### config.mk
export PLATFORM = sky130hd
export DESIGN_NAME = csa_bit_iterator
export DESIGN_NICKNAME = d
export VERILOG_FILES = /design/src/rtl/csa_bit_iterator.sv
export SDC_FILE = /design/constraint.sdc
export NUM_CORES = 1
export LEC_CHECK = 0
export BUFFER_PORTS_ARGS = -buffer_cell sky130_fd_sc_hd__buf_4
export CAP_MARGIN = 20
export CORE_ASPECT_RATIO = 0.5
export CORE_MARGIN = 2
export CORE_UTILIZATION = 25
export DETAILED_ROUTE_END_ITERATION = 12
export GPL_TIMING_DRIVEN = 0
export SYNTH_ARGS = -nofsm -noshare
export SYNTH_HDL_FRONTEND = slang
export SYNTH_SLANG_ARGS = --single-unit
### constraint.sdc
create_clock -name clk -period 6.9 [get_ports clk]
set_clock_uncertainty 0.2 [all_clocks]
set_input_delay 1.38 -clock clk [delete_from_list [all_inputs] [get_ports clk]]
set_output_delay 1.38 -clock clk [all_outputs]
set_load 0.01 [all_outputs]
### src/rtl/csa_bit_iterator.sv
// Set-bit iterator: takes a vector plus its csa population count and emits the index of
// every set bit, LSB first, one beat per handshake, flagging a count mismatch on the last beat.
module csa_bit_iterator #(
    parameter int unsigned DEPTH = 64,
    parameter int unsigned IDXW  = $clog2(DEPTH),
    parameter int unsigned CNTW  = $clog2(DEPTH + 1)
) (
    input  logic             clk,
    input  logic             rst,
    input  logic             in_valid,
    output logic             in_ready,
    input  logic [DEPTH-1:0] in_vec,
    input  logic [CNTW-1:0]  in_cnt,
    output logic             out_valid,
    input  logic             out_ready,
    output logic [IDXW-1:0]  out_idx,
    output logic             out_last,
    output logic             out_null,
    output logic [CNTW-1:0]  out_cnt,
    output logic             cnt_err
);

    typedef enum logic {
        ST_IDLE,
        ST_EMIT
    } state_t;

    state_t            state_q;
    logic [DEPTH-1:0]  vec_q;
    logic [CNTW-1:0]   cnt_q;
    logic              in_ready_q;
    logic              out_valid_q;
    logic [IDXW-1:0]   out_idx_q;
    logic              out_last_q;
    logic              out_null_q;
    logic [CNTW-1:0]   out_cnt_q;
    logic              cnt_err_q;

    logic [DEPTH-1:0]  src_vec_d;
    logic              src_zero_d;
    logic              src_single_d;
    logic [IDXW-1:0]   src_idx_d;
    logic [CNTW-1:0]   run_cnt_d;

    function automatic logic [IDXW-1:0] lsb_index(input logic [DEPTH-1:0] v);
        logic [IDXW-1:0] idx;
        idx = '0;
        for (int i = int'(DEPTH) - 1; i >= 0; i--) begin
            if (v[i]) idx = IDXW'(i);
        end
        return idx;
    endfunction

    // Vector the next beat is decoded from: the incoming one when idle, else vec_q minus its lowest bit
    always_comb begin
        src_vec_d    = (state_q == ST_IDLE) ? in_vec : (vec_q & (vec_q - DEPTH'(1)));
        src_zero_d   = (src_vec_d == '0);
        src_single_d = !src_zero_d && ((src_vec_d & (src_vec_d - DEPTH'(1))) == '0);
        src_idx_d    = lsb_index(src_vec_d);
        run_cnt_d    = out_cnt_q + CNTW'(1);
    end

    always_ff @(posedge clk) begin
        if (rst) begin
            state_q     <= ST_IDLE;
            vec_q       <= '0;
            cnt_q       <= '0;
            in_ready_q  <= 1'b0;
            out_valid_q <= 1'b0;
            out_idx_q   <= '0;
            out_last_q  <= 1'b0;
            out_null_q  <= 1'b0;
            out_cnt_q   <= '0;
            cnt_err_q   <= 1'b0;
        end else begin
            case (state_q)
                ST_IDLE: begin
                    in_ready_q <= 1'b1;
                    if (in_valid && in_ready_q) begin
                        state_q     <= ST_EMIT;
                        in_ready_q  <= 1'b0;
                        vec_q       <= in_vec;
                        cnt_q       <= in_cnt;
                        out_valid_q <= 1'b1;
                        out_idx_q   <= src_idx_d;
                        out_last_q  <= src_zero_d || src_single_d;
                        out_null_q  <= src_zero_d;
                        out_cnt_q   <= src_zero_d ? CNTW'(0) : CNTW'(1);
                        cnt_err_q   <= src_zero_d ? (in_cnt != '0)
                                                  : (src_single_d && (in_cnt != CNTW'(1)));
                    end
                end
                ST_EMIT: begin
                    if (out_ready) begin
                        if (out_last_q) begin
                            state_q     <= ST_IDLE;
                            in_ready_q  <= 1'b1;
                            out_valid_q <= 1'b0;
                            out_idx_q   <= '0;
                            out_last_q  <= 1'b0;
                            out_null_q  <= 1'b0;
                            out_cnt_q   <= '0;
                            cnt_err_q   <= 1'b0;
                        end else begin
                            vec_q      <= src_vec_d;
                            out_idx_q  <= src_idx_d;
                            out_last_q <= src_single_d;
                            out_cnt_q  <= run_cnt_d;
                            cnt_err_q  <= src_single_d && (run_cnt_d != cnt_q);
                        end
                    end
                end
            endcase
        end
    end

    assign in_ready  = in_ready_q;
    assign out_valid = out_valid_q;
    assign out_idx   = out_idx_q;
    assign out_last  = out_last_q;
    assign out_null  = out_null_q;
    assign out_cnt   = out_cnt_q;
    assign cnt_err   = cnt_err_q;

endmodule

# Word-level counts from Yosys, hierarchy flattened
# Cells that the tools add are included.
# totals
regBits,90
latchBits,0
ramBits,0
mem_bits_ro,0
input_bits,75
output_inout_bits,18
elab_cells,137
n_memories,0
# classes
n_addsub,3
multipliers,0
div,0
order_cmp,0
n_eq_ne,6
shifts,0
n_mux,101
bitwise,3
reduce_logical,14
# op_table
operator,count
$mux W6,67
$mux W64,4
$and A64 B64 Y64,2
$logic_not A64 Y1,2
$pmux W64 S2,1
$sub A64 B1 Y64 const B,2
$mux W7,3
$mux W1,18
$pmux W7 S2,1
$pmux W1 S2,6
$pmux W6 S2,1
$add A7 B1 Y7 const B,1
$ne A7 B1 Y1 const B,1
$ne A7 B7 Y1,1
$reduce_bool A7 Y1,1
$reduce_and A2 Y1,3
$reduce_and A3 Y1,2
$logic_and A1 B1 Y1,4
$ne A2 B1 Y1 const B,2
$ne A2 B2 Y1 const B,2
$logic_not A1 Y1,1
$logic_or A1 B1 Y1,1
$not A1 Y1,1

# Depth between registers and ports, before layout
# depth
ltp_word,70
ltp_mapped,17
depth_no_buf,12

# Worst setup path after synthesis
# Ideal clock, no wire load.
# synth_timing
kind,input to register
start,input port in_vec[3]
end,register cnt_err_q (netlist: cnt_err)
setup_time_ns,0.069
arrival_ns,4.183
required_time_ns,6.631
setup_slack_ns,2.449
stages,13
n_path_buf,1
cell_sequence,inv_1 o21ai_1 nor4_1 and3_1 nor3b_4 nand3_2 or3_1 buf_2 or3_1 o2bb2ai_1 nor3_2 nand4_1 o21ai_1
# synth_between
elab_chain_len,9
elab_cells_between_ends,14
classes_between,add/sub (1); mux (6); bitwise (1); reduce/logical (6)
# synth_lines
item,line,rtl
from (decl),12,"input logic [DEPTH-1:0] in_vec,"
$mux W64 (*),56,src_vec_d = (state_q == ST_IDLE) ? in_vec : (vec_q & (vec_q - DEPTH'(1)));
$sub A64 B1 Y64,58,src_single_d = !src_zero_d && ((src_vec_d & (src_vec_d - DEPTH'(1))) == '0);
$and A64 B64 Y64,58,
$logic_not A64 Y1,58,
$logic_and A1 B1 Y1,58,
"$logic_and A1 B1 Y1, on equally long branches","109, 90",
"$mux W1, on equally long branches","95, 89",
"$mux W1, on equally long branches","94, 79",
$pmux W1 S2 (*),76,case (state_q)
to (signal assigned),89,cnt_err_q <= src_zero_d ? (in_cnt != '0)
to (signal assigned),109,cnt_err_q <= src_single_d && (run_cnt_d != cnt_q);
to (decl),37,logic cnt_err_q;
# Mark *: on every way between the ends. The rest lies on a longest branch, timed or not. The select of a mux whose other input is x is not followed.
# A chain may end at the register's enable or synchronous reset.

# Final worst setup path
# layout_timing
start,register state_q
end,register out_last_q (netlist: out_last)
# layout_between
elab_chain_len,8
elab_cells_between_ends,16
classes_between,add/sub (1); eq/ne (2); mux (5); bitwise (2); reduce/logical (6)
# layout_lines
item,line,rtl
from (decl),28,state_t state_q;
from (signal assigned),65,state_q <= ST_IDLE;
from (signal assigned),80,state_q <= ST_EMIT;
from (signal assigned),96,state_q <= ST_IDLE;
$mux W64,56,
$sub A64 B1 Y64,58,
$and A64 B64 Y64,58,
$logic_not A64 Y1,58,
$logic_and A1 B1 Y1,58,
$mux W1 / $logic_or A1 B1 Y1 (equally long branches),"95, 86",
"$mux W1, on equally long branches","94, 79",
$pmux W1 S2,76,
to (signal assigned),86,out_last_q <= src_zero_d || src_single_d;
to (signal assigned),107,out_last_q <= src_single_d;
to (decl),34,logic out_last_q;
# Several ways; a longest one is shown, not always the timed one. The select of a mux whose other input is x is not followed.

==> results.toml <==
[final_layout]
drive_gt1_frac = 0.154
area_growth_syn_to_layout_pct = 21.0
nNetsFinal = 1169
layout_commonest_cell = "nor2_1"
nFillCells = 3052
post-route-cell-area_sq_um = 8560
layout_common_cells = "140 x nor2_1, 105 x nand2_1, 91 x buf_4"

[logic_synthesis]
yosysSeqAreaShare = 0.254
synth_edf_count = 0
syn_area_per_cell_sq_um = 7.15
netlist_area_sq_um = 7080
yosysWarnings = 0
synthTopCellsByArea = "dfxtp_1 25%, nor2_1 7.4%, a21oi_1 5.9%"
ys_ff_latch = 90
synth_top_cell_area_share = 0.254
async_reset_ff_frac = 0
syn-num-nets = 1066
netlist_instances = 990
synth_top_cell_by_area = "dfxtp_1"
synth-main-ff-cell = "dfxtp_1"
synth.distinct_cells = 82

[global_routing]
grt_max_degree = 18
antenna_found_initial = 0
grt-ovfl-total = 0
track_usage = 0.213
grt_pass1_wl_microns = 48600
grt_pass1_vias = 8061

[clock_network]
cts_hold_buf = 0
htreeDepth = 3
numCtsBuffers = 9
post_cts_buffers = 0
cts_buffer_depth = 2
cts_tree = "done"
clkTransAtPathRegs_ns = 0.08
cts_resized = 0
cts.sinks = 90
clock_latency_ns = 0.37
cts_root_buf = "clkbuf_16"

[critical_path]
cp_common_cell = "buf_2"
arrival_ns = 5.72
endpoint_kind = "register"
crit_path_top_delay_cell = "clkbuf_1"
crit_path_start_kind = "register"
cp.buffers_inverters = 7
regToRegSetupSlack_ns = 1.27
r2r-end = "out_last$_SDFFE_PP0P_"
critical_path.max_fanout = 10
r2r_start = "state_q$_SDFF_PP0_"
path_cells = "buf_2, buf_2, buf_2, buf_2, buf_2, buf_2, clkbuf_1, a21oi_1, a2111oi_0, nand4_1, a2111oi_0, nand4_1, a211oi_1, nand4_1, o21ai_1"
critical_path_class = "reg -> reg"
crit_required_ns = 7.00
cp_top_family = "buffers and inverters"
max_stage_delay_ns = 0.58
r2r_cells = 15

[timing]
setup_ws_ns = 1.27
slew_headroom = 0.320
finalHoldViolations = 0
finalSetupViolCount = 0
period_share = 0.815
worst_pin_slew_ns = 1.02
rsz0062_at_grt = "no"
maxSlewViolCount = 0
max_freq_mhz = 178
fin_setup_tns_ns = 0
fin_crit_ns = 5.63

[min_path]
hp-start = "vec_q[63]$_SDFFE_PP0P_"
hold_end = "vec_q[63]$_SDFFE_PP0P_"
whs_path_depth = 2
hp-class = "reg -> reg"

[place]
place_hpwl_microns = 25300
place_area_sq_um = 8250
io_buffers = 91
place_congestion = 0.983
pre_cts_ws_ns = 1.40

[detailed_routing]
drt-pass1-iter-count = 6
drc_errors = 0
routedWlPerCell_microns = 22.0
finalWirelength_microns = 32600
drt_iter0_markers = 1211
ant_nets = 0
via_per_inst = 5.90
routed-via-count = 8737

[status]
status = "finished clean"

[power]
p_per_area_nw_per_um2 = 218
power.leakage_uw = 0.00297
p_total_uw = 1870
peakVddDrop_v = 0.000103

[floorplan]
ios = 93
die_h_microns = 123
die_area_sq_um = 29800
core_sq_um = 27800
rows = 43
initial_core_util = 0.255
die_w_microns = 242

[flow_run]
maxCapViolCount = 0
metal layers:
layer  part of all wire  global-route usage  wire (microns)  vias to the layer above
met2               0.44               0.344           14400                      508
li1                   -                   -               -                     3986
met5                  0                   0               0                        -
met4              0.039              0.0957            1290                        0
met3              0.096              0.0393            3140                       92
met1               0.42               0.280           13800                     4151
stage by stage:
step	utilization	cells	hold WS, ns
after floorplan	-	990	0.232
after global placement	0.297	1463	0.242
after detailed placement	0.297	1464	0.254
after CTS	0.308	1480	0.265
after global routing	0.308	1480	0.286
final	0.309	1481	0.268
layout make-up:
class / count / area, sq um / share of cell area
Antenna cell: 1 / 2.50 / 0.000292
Buffer: 54 / 230 / 0.0269
Clock buffer: 10 / 239 / 0.0279
Clock inverter: 6 / 76.3 / 0.00891
Inverter: 20 / 75.1 / 0.00877
Multi-Input combinational cell: 826 / 4970 / 0.581
Sequential cell: 90 / 1800 / 0.210
Tap cell: 382 / 478 / 0.0558
Timing Repair Buffer: 92 / 688 / 0.0804
cells by family (layout without fill, tap and decap cells):
kind of cell    after synthesis  in the layout  synth area share
simple gates                479            479             0.360
other cells                   0              1                 0
flops                        90             90             0.254
mux                          22             22            0.0322
xor+xnor                     10             10            0.0124
compound gates              312            312             0.293
fa+ha+maj                     3              3           0.00459
buf+inv                      74            182            0.0431
worst min-delay path: stages (launching register included):
cell	delay, ns
dfxtp_1	0.32
nand2_1	0.06
a21oi_1	0.05
Yosys cell counts, types with 5 or more instances:
cell type / number
nor2_1: 140
nand2_1: 105
dfxtp_1: 90
a21oi_1: 83
a211oi_1: 44
o21ai_0: 42
nor3_1: 38
nor4_1: 32
clkbuf_1: 30
a31oi_1: 26
nand3_1: 25
inv_1: 19
nand4_1: 19
and3_1: 18
mux2i_1: 16
nand2b_1: 15
or3_1: 13
buf_1: 12
o211ai_1: 12
or4_1: 11
buf_2: 10
o31ai_1: 10
a2111oi_0: 8
a21boi_0: 8
a2bb2oi_1: 8
or2_2: 8
mux2_2: 6
nor2b_1: 6
o21a_1: 6
o22ai_1: 6
a32oi_1: 5
nand4b_1: 5
nor3_2: 5
o21ai_1: 5
o32ai_1: 5
xnor2_1: 5
xor2_1: 5
flip-flops by register name (all words and copies together), names as in the netlist:
register / flops
vec_q: 64
cnt_q: 7
out_cnt: 7
out_idx: 6
cnt_err: 1
in_ready: 1
out_last: 1
out_null: 1
out_valid: 1
state_q: 1
report_power, final:
| part | internal (uW) | switching, uW | leakage [uW] |
|---|---|---|---|
| sequential | 562 | 61.8 | 0.000737 |
| clock | 300 | 261 | 0.000156 |
| combinational | 225 | 457 | 0.00208 |
| total | 1090 | 780 | 0.00297 |
worst max path at each step:
stage	startpoint	end	slack (ns)	depth (start not counted)
CTS	state_q$_SDFF_PP0_	out_last$_SDFFE_PP0P_	1.39	15
global route	state_q$_SDFF_PP0_	out_last$_SDFFE_PP0P_	0.85	15
finish	state_q$_SDFF_PP0_	out_last$_SDFFE_PP0P_	1.27	15
floorplan	in_vec[3]	cnt_err$_SDFFE_PP0P_	2.45	13
global placement	state_q$_SDFF_PP0_	cnt_err$_SDFFE_PP0P_	1.41	15
detailed placement	state_q$_SDFF_PP0_	cnt_err$_SDFFE_PP0P_	1.40	15
(Power assumes the default switching activity.)
